$ cat src/rtl/transpose_buffer.sv
// rtl/transpose_buffer.sv - 8x8 block transpose buffer, double-banked
// Rows arrive row-major into one bank while the other full bank drains column-major.
module transpose_buffer #(
  parameter int W = 12
) (
  input  logic         clk,
  input  logic         rst,
  input  logic         in_valid,
  output logic         in_ready,
  input  logic [W-1:0] in_data,
  output logic         out_valid,
  input  logic         out_ready,
  output logic [W-1:0] out_data,
  output logic         out_first,
  output logic         out_last
);

  logic [W-1:0] r_bank0 [64];
  logic [W-1:0] r_bank1 [64];
  logic [1:0]   r_full;
  logic         r_wr_bank;
  logic         r_rd_bank;
  logic [5:0]   r_wr_cnt;
  logic [5:0]   r_rd_cnt;
  logic         r_out_valid;
  logic         r_out_first;
  logic         r_out_last;
  logic [W-1:0] r_out_data;

  logic         w_wr_en;
  logic         w_wr_done;
  logic         w_load;
  logic         w_rd_done;
  logic [5:0]   w_rd_addr;
  logic [W-1:0] w_rd_data;
  logic [1:0]   w_full_set;
  logic [1:0]   w_full_clr;

  assign in_ready  = !r_full[r_wr_bank];
  assign w_wr_en   = in_valid && in_ready;
  assign w_wr_done = w_wr_en && (r_wr_cnt == 6'd63);
  assign w_load    = r_full[r_rd_bank] && (!r_out_valid || out_ready);
  assign w_rd_done = w_load && (r_rd_cnt == 6'd63);

  // Storage is row-major {row,col}; the read counter walks rows fastest, so its fields swap.
  assign w_rd_addr = {r_rd_cnt[2:0], r_rd_cnt[5:3]};
  assign w_rd_data = r_rd_bank ? r_bank1[w_rd_addr] : r_bank0[w_rd_addr];

  assign w_full_set = w_wr_done ? (r_wr_bank ? 2'b10 : 2'b01) : 2'b00;
  assign w_full_clr = w_rd_done ? (r_rd_bank ? 2'b10 : 2'b01) : 2'b00;

  always_ff @(posedge clk) begin
    if (w_wr_en) begin
      if (r_wr_bank) r_bank1[r_wr_cnt] <= in_data;
      else           r_bank0[r_wr_cnt] <= in_data;
    end
  end

  always_ff @(posedge clk) begin
    if (rst) begin
      r_full    <= 2'b00;
      r_wr_bank <= 1'b0;
      r_rd_bank <= 1'b0;
      r_wr_cnt  <= 6'd0;
      r_rd_cnt  <= 6'd0;
    end else begin
      r_full <= (r_full | w_full_set) & ~w_full_clr;
      if (w_wr_en) begin
        r_wr_cnt <= r_wr_cnt + 6'd1;
        if (w_wr_done) r_wr_bank <= !r_wr_bank;
      end
      if (w_load) begin
        r_rd_cnt <= r_rd_cnt + 6'd1;
        if (w_rd_done) r_rd_bank <= !r_rd_bank;
      end
    end
  end

  always_ff @(posedge clk) begin
    if (rst) begin
      r_out_valid <= 1'b0;
      r_out_first <= 1'b0;
      r_out_last  <= 1'b0;
      r_out_data  <= '0;
    end else if (w_load) begin
      r_out_data  <= w_rd_data;
      r_out_valid <= 1'b1;
      r_out_first <= (r_rd_cnt == 6'd0);
      r_out_last  <= (r_rd_cnt == 6'd63);
    end else if (r_out_valid && out_ready) begin
      r_out_valid <= 1'b0;
      r_out_first <= 1'b0;
      r_out_last  <= 1'b0;
    end
  end

  assign out_valid = r_out_valid;
  assign out_first = r_out_first;
  assign out_last  = r_out_last;
  assign out_data  = r_out_data;

endmodule

$ cat config.mk
export PLATFORM = sky130hd
export DESIGN_NAME = transpose_buffer
export DESIGN_NICKNAME = d
export VERILOG_FILES = /design/src/rtl/transpose_buffer.sv
export SDC_FILE = /design/constraint.sdc
export NUM_CORES = 1
export LEC_CHECK = 0
export ABC_AREA = 1
export BUFFER_PORTS_ARGS = -buffer_cell sky130_fd_sc_hd__buf_2
export CORE_MARGIN = 2
export CORE_UTILIZATION = 45
export CTS_CLUSTER_DIAMETER = 150
export DETAILED_ROUTE_END_ITERATION = 16
export GPL_ROUTABILITY_DRIVEN = 1
export PLACE_DENSITY = 0.59
export SETUP_SLACK_MARGIN = 0.05
export SLEW_MARGIN = 20
export SYNTH_ARGS = -nofsm -noshare
export SYNTH_HDL_FRONTEND = slang
export SYNTH_SLANG_ARGS = --single-unit
$ cat constraint.sdc
create_clock -name clk -period 2.2 [get_ports clk]
set_clock_uncertainty 0.05 [all_clocks]
set_input_delay 0.33 -clock clk [delete_from_list [all_inputs] [get_ports clk]]
set_output_delay 0.33 -clock clk [all_outputs]
set_load 0.005 [all_outputs]
Word level (Yosys, flattened, before mapping)
Memories as Yosys holds them, arrays and structs flattened. A register that Yosys moved wholly into a read port is not among the register bits.
Index checks and enable logic that the tools add are counted.
{"block": "classes", "order_cmp": 2, "n_addsub": 2, "n_reduce_logical": 14, "n_eq_ne": 2, "bitwise_logic": 3, "mux": 23}
{"operator": "6-bit two-way mux", "n": 4}
{"operator": "1-bit two-way mux", "n": 14}
{"operator": "6-bit by 1-bit adder with 6-bit output, second input constant", "n": 2}
{"operator": "6-bit equality test, second input constant", "n": 2}
{"operator": "12-bit two-way mux", "n": 1}
{"operator": "2-bit two-way mux", "n": 4}
{"operator": "6-bit logical NOT", "n": 1}
{"operator": "1-bit logical AND", "n": 5}
{"operator": "1-bit logical NOT", "n": 4}
{"operator": "1-bit by 2-bit less-than comparator with 1-bit output, second input constant", "n": 2}
{"operator": "2-bit AND reduction", "n": 2}
{"operator": "2-bit bitwise AND", "n": 1}
{"operator": "2-bit inverter", "n": 1}
{"operator": "2-bit bitwise OR", "n": 1}
{"operator": "2-bit nonzero test", "n": 1}
{"operator": "1-bit logical OR", "n": 1}
{"block": "totals", "in_bits": 16, "out_inout_bits": 16, "memories": 2, "mem_bits_rw": 1536, "wordCells": 57, "register_bits": 31}
{"name": "r_bank0", "depth": 64, "word_bits": 12, "read_ports": 1, "rd_ports_with_merged_regs": 1, "write_ports": 1, "line_no": "18", "rtl": "logic [W-1:0] r_bank0 [64];"}
{"name": "r_bank1", "depth": 64, "word_bits": 12, "read_ports": 1, "rd_ports_with_merged_regs": 1, "write_ports": 1, "line_no": "19", "rtl": "logic [W-1:0] r_bank1 [64];"}

Longest topological paths before layout
{"block": "logic_depth", "ltp_word": 8, "ltp_mapped": 15}

Least setup slack after synthesis
No wires, ideal clock.
{"block": "synth_timing", "kind": "reg2reg", "start": "reg r_wr_cnt[0]", "end": "mem r_bank0[57][0], enable pin", "setup_slack_ps": -238, "setup_ps": 396, "stages_incl_launch_ff": 5, "period_less_slack_ps": 2438, "arrival_ps": 1991, "required_time_ps": 1754, "path_cell_list": "dfxtp_1 -> inv_1 -> nor3_1 -> inv_1 -> nor3_1"}
{"element": "start: declaration", "line_no": "23", "rtl": "logic [5:0] r_wr_cnt;"}
{"element": "start signal: assignment", "line_no": "69", "rtl": "r_wr_cnt <= r_wr_cnt + 6'd1;"}
{"element": "end: declaration", "line_no": "18"}
Straight into the memory's write port.

==> results.yml <==
status:
  status: "finished, violations left"
  failing_checks: "setup timing"
synth:
  ys_seq_area_share_pct: 73.5
  synth_largest_type_area_fraction_pct: 72.3
  ys_warn_count: 0
  yosys-top-cells-area: "sky130_fd_sc_hd__edfxtp_1 72%, sky130_fd_sc_hd__nand3_1 12%, sky130_fd_sc_hd__nand2_1 10%"
  postSynth.asyncResetShare_pct: 0
  ys_dominant_reg_cell: "sky130_fd_sc_hd__edfxtp_1"
  ffs_latches_synth: 1573
  syn_area_per_cell_um2: 11.9
  cell_area_synth_mm2: 0.0638
  synth_enable_flop_cells: 1536
  post_synth_inst_count: 5373
  syn-num-nets: 5392
  synth_area_leader_cell: "sky130_fd_sc_hd__edfxtp_1"
  yosys.cell_types.count: 26
die:
  io_pins: 32
  die_area_mm2: 0.145
  dieHeight_um: 380
  die_width_um: 380
  std_cell_rows: 138
  area_of_the_placeable_core_mm2: 0.141
  floorplan.initialDensity_pct: 45.2
placement:
  place_inst: 7364
  dpl_worst_slack_ps: -287
  gp_routability_congestion: 0.883
  dp_hpwl_mm: 113
  portBuffers: 31
timing:
  maxSlewHeadroom_pct: 27.8
  post-route-period-util_pct: 103
  rsz0062_at_grt: "yes"
  fmaxAchievable_ghz: 0.440
  tightest_slew_ps: 1080
  final.setup.worst_slack_ps: -70.2
  hold_violations: 0
  finalSetupViolCount: 11
  hold_worst_slack_ps: 80.1
  max_slew_vio_count: 0
  finalCriticalPeriod_ps: 2270
drt:
  routed.top_layer: "met4"
  met3_length_mm: 15.7
  total_vias_in_the_final_route: 43800
  postRouteWirelength_mm: 190
  detail-route-antenna-nets: 0
  drt_first_iter_violations: 5234
  drt-met1-wl_mm: 78.5
  first_pass_iters: 6
  routed_wire_length_per_instance_um: 24.6
  drt_drc_violations_left: 0
  route.met2.wl_mm: 90.8
  routed_via_count_divided_by_cell_count: 5.65
min_path:
  whs_path_depth: 2
  whs_endpoint: "r_bank1[16][6]"
  worstHoldStart: "in_data[6]"
  hp-class: "input port to register"
cells_and_area:
  seq_area_mm2: 0.0469
  final_common_cell: "sky130_fd_sc_hd__nand2_1"
  layout.filler_cells: 11400
  syn2layout_area_growth_pct: 24.1
  nNetsFinal: 5736
  mostFrequentLayoutCells: "1,647 x sky130_fd_sc_hd__nand2_1, 1,536 x sky130_fd_sc_hd__edfxtp_1, 1,200 x sky130_fd_sc_hd__nand3_1"
  multiInputGateArea_mm2: 0.0169
  drive_above_1_share_pct: 19.6
  layoutNonFillerInstCount: 7741
setup_path:
  ff2ff_setup_slack_ps: -70
  r2r_end: "out_data[3]"
  path_class: "register to register"
  setup.worst_path.start_class: "register"
  reg2regPathDepth: 15
  critical_path_required_ps: 2800
  critical_path_arrival_ps: 2870
  end_kind: "register"
  worstPathMaxFanout: 7
global_routing:
  largest_net_degree_at_the_start_of_global_routing: 100
  globalRouteTotalUtil_pct: 26.0
  vias_in_the_first_global_route: 42400
  overflow: 0
  grt_antenna_before_repair: 3
  grt_first_pass_wirelength_mm: 281
power_and_ir_drop:
  max-vdd-ir-drop_uv: 799
  power_leakage_uw: 0.0281
  switching_share_pct: 20.6
  switchingPower_uw: 12500
  p_comb_share_pct: 1.7
  clock_power_share_pct: 43.8
  internal_power_uw: 47900
  power.density_cell_area_mw_per_mm2: 763
  pwr-share-seq_pct: 54.5
flow_run:
  cap_violations: 0
clock_network:
  cts_num_sinks: 1573
  numCtsBuffers: 163
  h-tree-depth: 4
  root_buffer: "sky130_fd_sc_hd__clkbuf_16"
  clkSlewWorstSetupHoldPaths_ps: 60
  max-clock-path-buffers: 3
  worst_skew_pair.late_latency_ps: 790
  cts_tree: "yes"
[synth_stat cells, drive strengths merged (2+ instances only)]
cell and count:
nand2 1727, edfxtp 1536, nand3 1468, buf 275, nor2 138, clkbuf 81
dfxtp 37, inv 30, a21oi 27, o21ai 25, nor3 20, ha 3
clkinv 2
[power groups by stage]
stage,combinational [uW],sequential (uW),clock (uW)
floorplan,135,33600,0
global placement,963,33500,0
detailed placement,980,33500,0
CTS,1010,32900,26800
global route,1090,32900,28000
finish,1030,32900,26400
[state kept, by name, summed over array words and instances (netlist names), named ones only]
register and cells:
out_data 12, out_first 1, out_last 1, out_valid 1, r_bank0 768, r_bank1 768, r_full 2, r_rd_bank 1
r_rd_cnt 6, r_wr_bank 1, r_wr_cnt 6
[cell type report]
class	instances	share of cell area, %
diodes	3	0.00949
repair inverters	3	0.0727
clock buffers	219	5.58
clock inverters	77	0.847
well taps	1890	2.99
flip-flops and latches	1573	59.2
repair buffers	532	9.69
multi-input cells	3412	21.4
inverters	32	0.191
[kinds of logic after synthesis]
logic type	after synthesis	synth area share (%)
buffers and inverters	388	3.31
flip-flops	1573	73.5
AO/OA/AOI/OAI	53	0.438
AND/OR/NAND/NOR	3356	22.7
adder cells (fa/ha/maj)	3	0.0589
[per-stage QoR]
step | total power [uW] | TNS (ps) | utilization [%] | area (um^2)
after floorplan | 33700 | -5700 | - | 63800
after global placement | 34500 | -6310 | 49.9 | 70400
after detailed placement | 34500 | -9370 | 49.9 | 70400
after CTS | 60700 | -151 | 55.4 | 78100
after global routing | 62000 | -1240 | 56.1 | 79100
final | 60400 | -541 | 56.1 | 79100
[critical path, stage by stage (launching register included)]
cell,delay [ps]
sky130_fd_sc_hd__dfxtp_4,410
sky130_fd_sc_hd__buf_12,190
sky130_fd_sc_hd__inv_16,60
sky130_fd_sc_hd__buf_16,170
sky130_fd_sc_hd__buf_16,170
sky130_fd_sc_hd__buf_8,130
sky130_fd_sc_hd__nand2_1,50
sky130_fd_sc_hd__nand3_1,80
sky130_fd_sc_hd__nand3_2,100
sky130_fd_sc_hd__nand3_2,110
sky130_fd_sc_hd__nand3_4,140
sky130_fd_sc_hd__nand2_4,80
sky130_fd_sc_hd__nand2_4,110
sky130_fd_sc_hd__nand3_2,90
sky130_fd_sc_hd__nand2_2,110
sky130_fd_sc_hd__a21oi_1,60
[repair_timing]
| action | in CTS | in global routing |
|---|---|---|
| gates cloned | 25 | 8 |
| hold endpoints to repair | 166 | 0 |
| buffers inserted | 25 | 8 |
| endpoints found under the setup margin | 1192 | 1551 |
| hold buffers | 15 | 0 |
| pin swaps | 73 | 65 |
| resized for setup | 329 | 193 |
[layer usage]
layer	vias to the layer above	track usage (%)
met5	-	0
met4	0	8.44
met3	294	4.48
met2	1997	41.6
met1	21700	36.2
li1	19800	-
[worst max path at each step]
stage | start | endpoint | cells after the start
2_1_floorplan | r_wr_cnt[0] | r_bank0[57][0] | 4
5_1_grt | register | out_data[4] | 14
6_report | register | out_data[3] | 15
3_3_place_gp | register | out_data[2] | 12
3_5_place_dp | register | out_data[4] | 12
4_1_cts | register | out_data[5] | 15
No activity file was read; power rests on OpenSTA's default activity.
